File: config.mk
export PLATFORM = sky130hd
export DESIGN_NAME = fetch_controller
export DESIGN_NICKNAME = d
export VERILOG_FILES = /design/src/rtl/fetch_pkg.sv /design/src/rtl/fetch_watchdog.sv /design/src/rtl/fetch_controller.sv
export SDC_FILE = /design/constraint.sdc
export NUM_CORES = 1
export LEC_CHECK = 0
export CAP_MARGIN = 5
export CORE_MARGIN = 4
export CORE_UTILIZATION = 46
export CTS_BUF_LIST = sky130_fd_sc_hd__clkbuf_8 sky130_fd_sc_hd__clkbuf_16
export DETAILED_ROUTE_END_ITERATION = 8
export MAX_ROUTING_LAYER = met4
export PLACE_DENSITY = 0.85
export SYNTH_ARGS = -nofsm -noshare
export SYNTH_HDL_FRONTEND = slang
export SYNTH_SLANG_ARGS = --single-unit
File: constraint.sdc
create_clock -name CLK -period 3.75 [get_ports CLK]
set_clock_uncertainty 0.05 [all_clocks]
set_input_delay 0.75 -clock CLK [delete_from_list [all_inputs] [get_ports CLK]]
set_output_delay 0.75 -clock CLK [all_outputs]
set_load 0.01 [all_outputs]
File: src/rtl/fetch_pkg.sv
// Shared definitions for the instruction fetch controller.
package fetch_pkg;

    typedef enum logic [2:0] {
        ST_IDLE  = 3'd0,
        ST_REQ   = 3'd1,
        ST_WAIT  = 3'd2,
        ST_HOLD  = 3'd3,
        ST_ERROR = 3'd4
    } fetch_state_t;

    // Next-PC select encodings
    localparam logic [1:0] PCSEL_PLUS4  = 2'b00;
    localparam logic [1:0] PCSEL_TARGET = 2'b01;
    localparam logic [1:0] PCSEL_ALU    = 2'b10;

    // Error cause codes
    localparam logic [1:0] ERR_NONE     = 2'b00;
    localparam logic [1:0] ERR_MISALIGN = 2'b01;
    localparam logic [1:0] ERR_TIMEOUT  = 2'b10;

    // addi x0, x0, 0 -- what decode sees before any real fetch completes
    localparam logic [31:0] NOP_INSTR = 32'h0000_0013;

endpackage

File: src/rtl/fetch_watchdog.sv
// Response timeout counter: cleared while a request is being issued,
// counts while waiting, flags expiry on its last permitted cycle.
module fetch_watchdog #(
    parameter int TIMEOUT_CYCLES = 64
) (
    input  logic clk,
    input  logic rst_n,
    input  logic clear,
    input  logic enable,
    output logic expire
);

    localparam int CNT_W = $clog2(TIMEOUT_CYCLES);
    localparam logic [CNT_W-1:0] LAST = CNT_W'(TIMEOUT_CYCLES - 1);

    logic [CNT_W-1:0] count;

    // Wait-cycle counter
    always_ff @(posedge clk or negedge rst_n) begin
        if (!rst_n) begin
            count <= '0;
        end else if (clear) begin
            count <= '0;
        end else if (enable) begin
            count <= count + 1'b1;
        end
    end

    // Expiry is only meaningful while counting
    always_comb begin
        expire = enable && (count == LAST);
    end

endmodule

File: src/rtl/fetch_controller.sv
// Instruction fetch sequencer: issues one request at a time at the PC,
// holds the returned instruction for decode, steers the PC update and
// halts permanently on a misaligned PC or a lost memory response.
module fetch_controller #(
    parameter int TIMEOUT_CYCLES = 64
) (
    input  logic        CLK,
    input  logic        ResetN,
    input  logic [31:0] PC,
    output logic        PCWrite,
    output logic [1:0]  PCSel,
    input  logic        RedirectValid,
    input  logic [1:0]  RedirectSrc,
    output logic        IReqValid,
    output logic [31:0] IReqAddr,
    input  logic        IReqReady,
    input  logic        IRespValid,
    input  logic [31:0] IRespData,
    output logic        InstrValid,
    output logic [31:0] Instr,
    output logic [31:0] InstrPC,
    input  logic        InstrReady,
    output logic        FetchError,
    output logic [1:0]  ErrCause
);

    import fetch_pkg::*;

    fetch_state_t state, state_next;
    logic         kill, kill_next;
    logic [1:0]   err_next;
    logic [31:0]  req_addr;
    logic         aligned;
    logic         accept;
    logic         resp_take;
    logic         wd_clear, wd_enable, wd_expire;

    assign aligned   = (PC[1:0] == 2'b00);
    assign accept    = (state == ST_REQ) && aligned && IReqReady;
    // A response is only kept if it belongs to the live instruction stream
    assign resp_take = (state == ST_WAIT) && IRespValid && !kill && !RedirectValid;
    assign IReqAddr  = PC;
    assign FetchError = (state == ST_ERROR);

    fetch_watchdog #(
        .TIMEOUT_CYCLES(TIMEOUT_CYCLES)
    ) u_watchdog (
        .clk    (CLK),
        .rst_n  (ResetN),
        .clear  (wd_clear),
        .enable (wd_enable),
        .expire (wd_expire)
    );

    // Control state: FSM state, kill flag and sticky error cause
    always_ff @(posedge CLK or negedge ResetN) begin
        if (!ResetN) begin
            state    <= ST_IDLE;
            kill     <= 1'b0;
            ErrCause <= ERR_NONE;
        end else begin
            state    <= state_next;
            kill     <= kill_next;
            ErrCause <= err_next;
        end
    end

    // Held instruction and its PC, visible to decode
    always_ff @(posedge CLK or negedge ResetN) begin
        if (!ResetN) begin
            Instr   <= NOP_INSTR;
            InstrPC <= '0;
        end else if (resp_take) begin
            Instr   <= IRespData;
            InstrPC <= req_addr;
        end
    end

    // Address of the outstanding request, needed to tag its response
    always_ff @(posedge CLK) begin
        if (accept) begin
            req_addr <= PC;
        end
    end

    // Next-state, kill and error-cause decisions
    always_comb begin
        state_next = state;
        kill_next  = kill;
        err_next   = ErrCause;
        case (state)
            ST_IDLE: state_next = ST_REQ;
            ST_REQ: begin
                if (!aligned) begin
                    state_next = ST_ERROR;
                    err_next   = ERR_MISALIGN;
                end else if (IReqReady) begin
                    state_next = ST_WAIT;
                    // request already left at the stale PC
                    kill_next  = RedirectValid;
                end
            end
            ST_WAIT: begin
                if (IRespValid) begin
                    kill_next  = 1'b0;
                    state_next = (kill || RedirectValid) ? ST_REQ : ST_HOLD;
                end else if (wd_expire) begin
                    state_next = ST_ERROR;
                    err_next   = ERR_TIMEOUT;
                end else if (RedirectValid) begin
                    kill_next  = 1'b1;
                end
            end
            ST_HOLD: begin
                if (RedirectValid || InstrReady) begin
                    state_next = ST_REQ;
                end
            end
            ST_ERROR: state_next = ST_ERROR;
            default:  state_next = ST_IDLE;
        endcase
    end

    // Handshake, PC steering and watchdog control
    always_comb begin
        IReqValid  = 1'b0;
        InstrValid = 1'b0;
        PCWrite    = 1'b0;
        PCSel      = PCSEL_PLUS4;
        wd_clear   = 1'b0;
        wd_enable  = 1'b0;
        case (state)
            ST_REQ: begin
                IReqValid = aligned;
                wd_clear  = 1'b1;
            end
            ST_WAIT: wd_enable = 1'b1;
            ST_HOLD: InstrValid = !RedirectValid;
            default: ;
        endcase
        if (RedirectValid && (state != ST_ERROR)) begin
            PCWrite = 1'b1;
            PCSel   = RedirectSrc;
        end else if (InstrValid && InstrReady) begin
            PCWrite = 1'b1;
            PCSel   = PCSEL_PLUS4;
        end
    end

endmodule

# Yosys cells after proc, flatten, opt, wreduce, memory -nomap -nowiden
# Cells that the tools add are included.
# totals
ff_bits	108
in_bits	72
out_inout_bits	104
# classes
addsub	1
eq_ne	16
muxes	26
n_reduce_logical	19
# op_table
cell	n
two-way mux 3 bit	5
case mux 3 bit (5 select lines)	1
two-way mux 6 bit	2
!= test 3 bit, second input constant	4
two-way mux 1 bit	11
two-way mux 2 bit	5
!= test 2 bit, second input constant	5
logical AND 1 bit	8
adder 6 x 1 -> 6 bit, second input constant	1
equality test 3 x 2 -> 1 bit, second input constant	2
equality test 6 bit, second input constant	1
AND reduction 5 bit	1
case mux 2 bit (2 select lines)	1
AND reduction 4 bit	1
nonzero test 2 bit	2
equality test 3 x 1 -> 1 bit, second input constant	1
equality test 3 bit, second input constant	1
zero test 3 bit	1
!= test 3 x 2 -> 1 bit, second input constant	1
AND reduction 3 bit	1
zero test 1 bit	2
zero test 2 bit	1
logical OR 1 bit	2
!= test 2 x 1 -> 1 bit, second input constant	1
case mux 1 bit (2 select lines)	1

# Longest topological paths before layout
# logic_depth
ltp_word	6
depth_mapped	7
depth_no_buf	5

# Cells and area by module
# Synthesis repeated with hierarchy kept, for this count alone.
# hier_totals
hier_cells	274
hier_area_um2	4473.0
# by_module_without_submodules
mod	n_inst	cells_each	area_per_inst_um2
fetch_controller	1	246	4182.8
fetch_watchdog	1	28	290.3

# Worst setup path after synthesis
# No wires, ideal clock.
# synth_timing
path_kind	reg2reg
from	register state[1]
to	register kill
setup_ps	101
t_arrival_ps	2103
required_time_ps	3599
path_slack_ps	1496
path_stages_with_launch	6
synth_period_minus_slack_ps	2254
cell_sequence	dfrtp_1 buf_2 nor3b_1 and3_1 nor3b_1 nor4_1
# synth_between
elab_chain_cells	5
# synth_lines
element	line_no	rtl
from (decl)	fetch_controller.sv:29	fetch_state_t state, state_next;
from (signal assigned)	fetch_controller.sv:62	state <= state_next;
equality test 3 x 2 -> 1 bit	fetch_controller.sv:91, fetch_controller.sv:132	
two-way mux 1 bit	fetch_controller.sv:132	case (state)
logical AND 1 bit	fetch_watchdog.sv:31	expire = enable && (count == LAST);
!= test 3 bit (no source line)	n/a	
AND reduction 5 bit (no source line)	n/a	
to (signal assigned)	fetch_controller.sv:63	kill <= kill_next;
to (decl)	fetch_controller.sv:30	logic kill, kill_next;
# Parallel ways exist; a longest one is shown, timed or not.
# A chain may end at the register's enable or synchronous reset.

# Final worst setup path
# layout_timing
from	register state[0]
to	output IReqValid
# layout_between
elab_chain_cells	2
# layout_lines
element	line_no	rtl
equality test 3 x 1 -> 1 bit	fetch_controller.sv:132	
two-way mux 1 bit	fetch_controller.sv:132	
to (decl)	fetch_controller.sv:14	output logic IReqValid,
# No other way between the ends.

==> out/qor.csv <==
stage;metric;value;unit
status;status;finished, final reports clean;
worst_setup_path;critical_path.max_fanout;21;
worst_setup_path;r2r-start;state[0]$_DFFE_PN0P_;
sta;rsz0062_at_grt;no;
sta;max_slew_margin;0.357;
min_path;hold_start;req_addr[4]$_DFFE_PP_;
power;powerDensity;604;nW/µm²
sta;tns;0;ns
cts;cts_made_buffers;9;
placed_design;dpl_worst_slack;0.728;ns
final_layout;finalNetCount;504;
power;p_clk_frac;0.179;
logic_synthesis;yosysTopAreaCellShare;0.419;
logic_synthesis;ys_async_sr_fraction;0.704;
floorplan;fp.dieArea;11100;µm²
detailed_routing;drt_wl_total;9.16;mm
cts;clk_pin_slew;0.11;ns
floorplan;initial_core_util;0.471;
floorplan;die_w;105;µm
power;p_int;2.60;mW
detailed_routing;vias;2815;
placed_design;globalplace.congestion;0.752;
cts;ctsRootBufferMaster;clkbuf_8;
worst_setup_path;path_class;flop to output port;
logic_synthesis;synth_top_cell_by_area;dfrtp_1;
logic_synthesis;syn_inst;288;
floorplan;die_h;105;µm
global_route;grt_pass1_wl;14.5;mm
sta;setup_viol;0;
detailed_routing;maxUsedRoutingLayer;met4;
placed_design;place_hpwl;6.48;mm
power;power.switching;1.10;mW
detailed_routing;wl_met3;664;µm
sta;clock.fmax;0.321;GHz
cts;ctsResizeCount;0;
min_path;hold_class;flop to flop;
power;seqPwrFrac;0.468;
min_path;hold_depth;1;
final_layout;utilization;0.664;
cts;cts_hold_buf;0;
logic_synthesis;synth_area;4360;µm²
global_route;grt_pass1_vias;2962;
logic_synthesis;synth_ff_type;dfrtp_1;
detailed_routing;met2_length;4.47;mm
sta;tightest_slew;0.965;ns
logic_synthesis;syn_nets;361;
sta;finalCritPeriodShare;0.831;
cts;htree_levels;3;
worst_setup_path;crit_chain;nor3b_1, nand2_1, inv_1, clkdlybuf4s50_1;
worst_setup_path;slowest_delay;0.73;ns
cts;cts_tree;yes;
cts;clkSinkCount;108;
worst_setup_path;crit_arrival;2.32;ns
final_layout;antenna_cells;0;
logic_synthesis;ys.warnings.count;0;
min_path;hold_end;InstrPC[4]$_DFFE_PN0P_;
sta;holdWs;0.425;ns
sta;slew_viol_final;0;
final_layout;area_delta_synth_final;40.9;%
power;p_sw_frac;0.298;
logic_synthesis;ys_types;34;
floorplan;core;9240;µm²
cts;cts_buffer_depth;2;
worst_setup_path;worstSetupEndpointType;output port;
global_route;grt_antenna_before_repair;0;
power;p_leak;2.54;nW
logic_synthesis;ys_ff_latch;108;
worst_setup_path;r2r_slack;1.24;ns
cts;worstSkewPairLatency;0.36;ns
logic_synthesis;synth.area.top_cells;dfrtp_1, edfxtp_1, mux2_2;
cts;post_cts.repair.setup_buffers;0;
floorplan;num_io_pins;176;
worst_setup_path;required;2.95;ns
run;drv_cap;0;
worst_setup_path;r2r-end;kill$_DFFE_PN0P_;
placed_design;place.port_buffers;175;
detailed_routing;first_pass_iters;4;
logic_synthesis;synth.avg_cell_area;15.1;µm²
detailed_routing;wl_per_cell;16.2;µm
logic_synthesis;synth_enable_flop_cells;32;
detailed_routing;drt-initial-drc-count;87;
detailed_routing;ant_nets;0;
detailed_routing;drcViolationCount;0;
floorplan;rows;35;
sta;period_minus_slack;3.12;ns
detailed_routing;m1WireLength;3.91;mm
power;ir_drop;0.000286;V
logic_synthesis;ys_seq_area_frac;0.658;
global_route;grt_max_degree;77;
worst_setup_path;cp_slowest_cell;dfrtp_1;
detailed_routing;viasPerCell;4.98;
sta;final.setup.worst_slack;0.634;ns
worst_setup_path;r2r_cells;4;
sta;finalHoldViolations;0;
power;pwr-share-comb;0.353;
worst_setup_path;startpoint_type;flop;
global_route;overflow;0;
final_layout;layout-drive-gt1-share;0.204;
global_route;track_usage;0.168;
[power groups by stage]
stage	combinational, mW	sequential (mW)	clock, mW
2_1_floorplan	0.507	1.81	0
3_3_place_gp	1.29	1.73	0
3_5_place_dp	1.33	1.76	0
4_1_cts	1.33	1.73	0.682
5_1_grt	1.41	1.78	0.730
6_report	1.31	1.73	0.664
[cells in the mapped netlist, types with 3 or more instances]
library cell / instances
a21oi_1: 7
a22oi_1: 3
and3_1: 3
buf_2: 4
buf_4: 32
buf_6: 6
dfrtp_1: 73
dfstp_2: 3
edfxtp_1: 32
inv_1: 4
mux2_2: 64
nand2_1: 6
nor2_1: 4
nor2b_1: 3
nor3_1: 4
nor3b_1: 5
o21ai_0: 12
[layout make-up]
cell class	count	area [µm²]
clock buffer	9	124
clock inverter	7	58.8
fill	696	3100
inverter	4	15.0
multi-input combinational	132	1140
sequential	108	2870
tap	129	161
timing repair buffer	176	1770
[routing by layer]
layer | vias up | global-route usage
met5 | - | -
met4 | 0 | 0.0562
li1 | 1290 | -
met3 | 10 | 0.0410
met2 | 123 | 0.270
met1 | 1392 | 0.211
[state kept, by name (all words and copies together) (netlist names)]
| register | cells |
|---|---|
| ErrCause | 2 |
| Instr | 32 |
| InstrPC | 32 |
| kill | 1 |
| req_addr | 32 |
| state | 3 |
| u_watchdog.count | 6 |
[per-stage QoR]
stage,total power [mW],cells,instance area [µm²]
global placement,3.03,549,5950
global route,3.91,565,6140
finish,3.71,565,6140
floorplan,2.32,288,4360
detailed placement,3.09,549,5950
CTS,3.75,565,6140
[critical path, delay by kind of cell, from the launching register on]
kind	cells	cell delay [ns]
and+or+nand+nor	2	0.62
buffers and inverters	2	0.61
DFF	1	0.73
[cell usage in the layout (no fill, tap or decap), types with 2 or more instances in the layout]
cell type / netlist / routed
a21o_1: 2 / 2
a21oi_1: 7 / 7
a22oi_1: 3 / 3
and2_1: 2 / 2
and3_1: 3 / 2
and4bb_2: 2 / 2
clkbuf_8: 0 / 9
clkdlybuf4s50_1: 0 / 174
clkinv_4: 0 / 2
dfrtp_1: 73 / 73
dfstp_2: 3 / 3
edfxtp_1: 32 / 32
inv_1: 4 / 4
inv_6: 0 / 2
mux2_2: 64 / 64
nand2_1: 6 / 5
nand3_1: 2 / 2
nor2_1: 4 / 4
nor2b_1: 3 / 3
nor3_1: 4 / 4
nor3b_1: 5 / 5
o21a_1: 2 / 2
o21ai_0: 12 / 12
[kinds of logic after synthesis]
group                    after synthesis  synth area share
AO/OA/AOI/OAI                         30            0.0419
adder cells (fa/ha/maj)                1           0.00287
buffers and inverters                 48            0.0804
flip-flops                           108             0.658
multiplexers                          64             0.165
AND/OR/NAND/NOR                       37            0.0511
[worst max-delay path by stage]
| stage | slack [ns] | start | endpoint |
|---|---|---|---|
| finish | 0.63 | state[0]$_DFFE_PN0P_ | IReqValid |
| global route | 0.44 | state[0]$_DFFE_PN0P_ | IReqValid |
| CTS | 0.64 | state[0]$_DFFE_PN0P_ | IReqValid |
| detailed placement | 0.73 | RedirectValid | PCWrite |
| global placement | 0.78 | RedirectValid | PCWrite |
| floorplan | 1.50 | state[1]$_DFFE_PN0P_ | kill$_DFFE_PN0P_ |
Note: power is estimated with default switching activity, not from simulation.
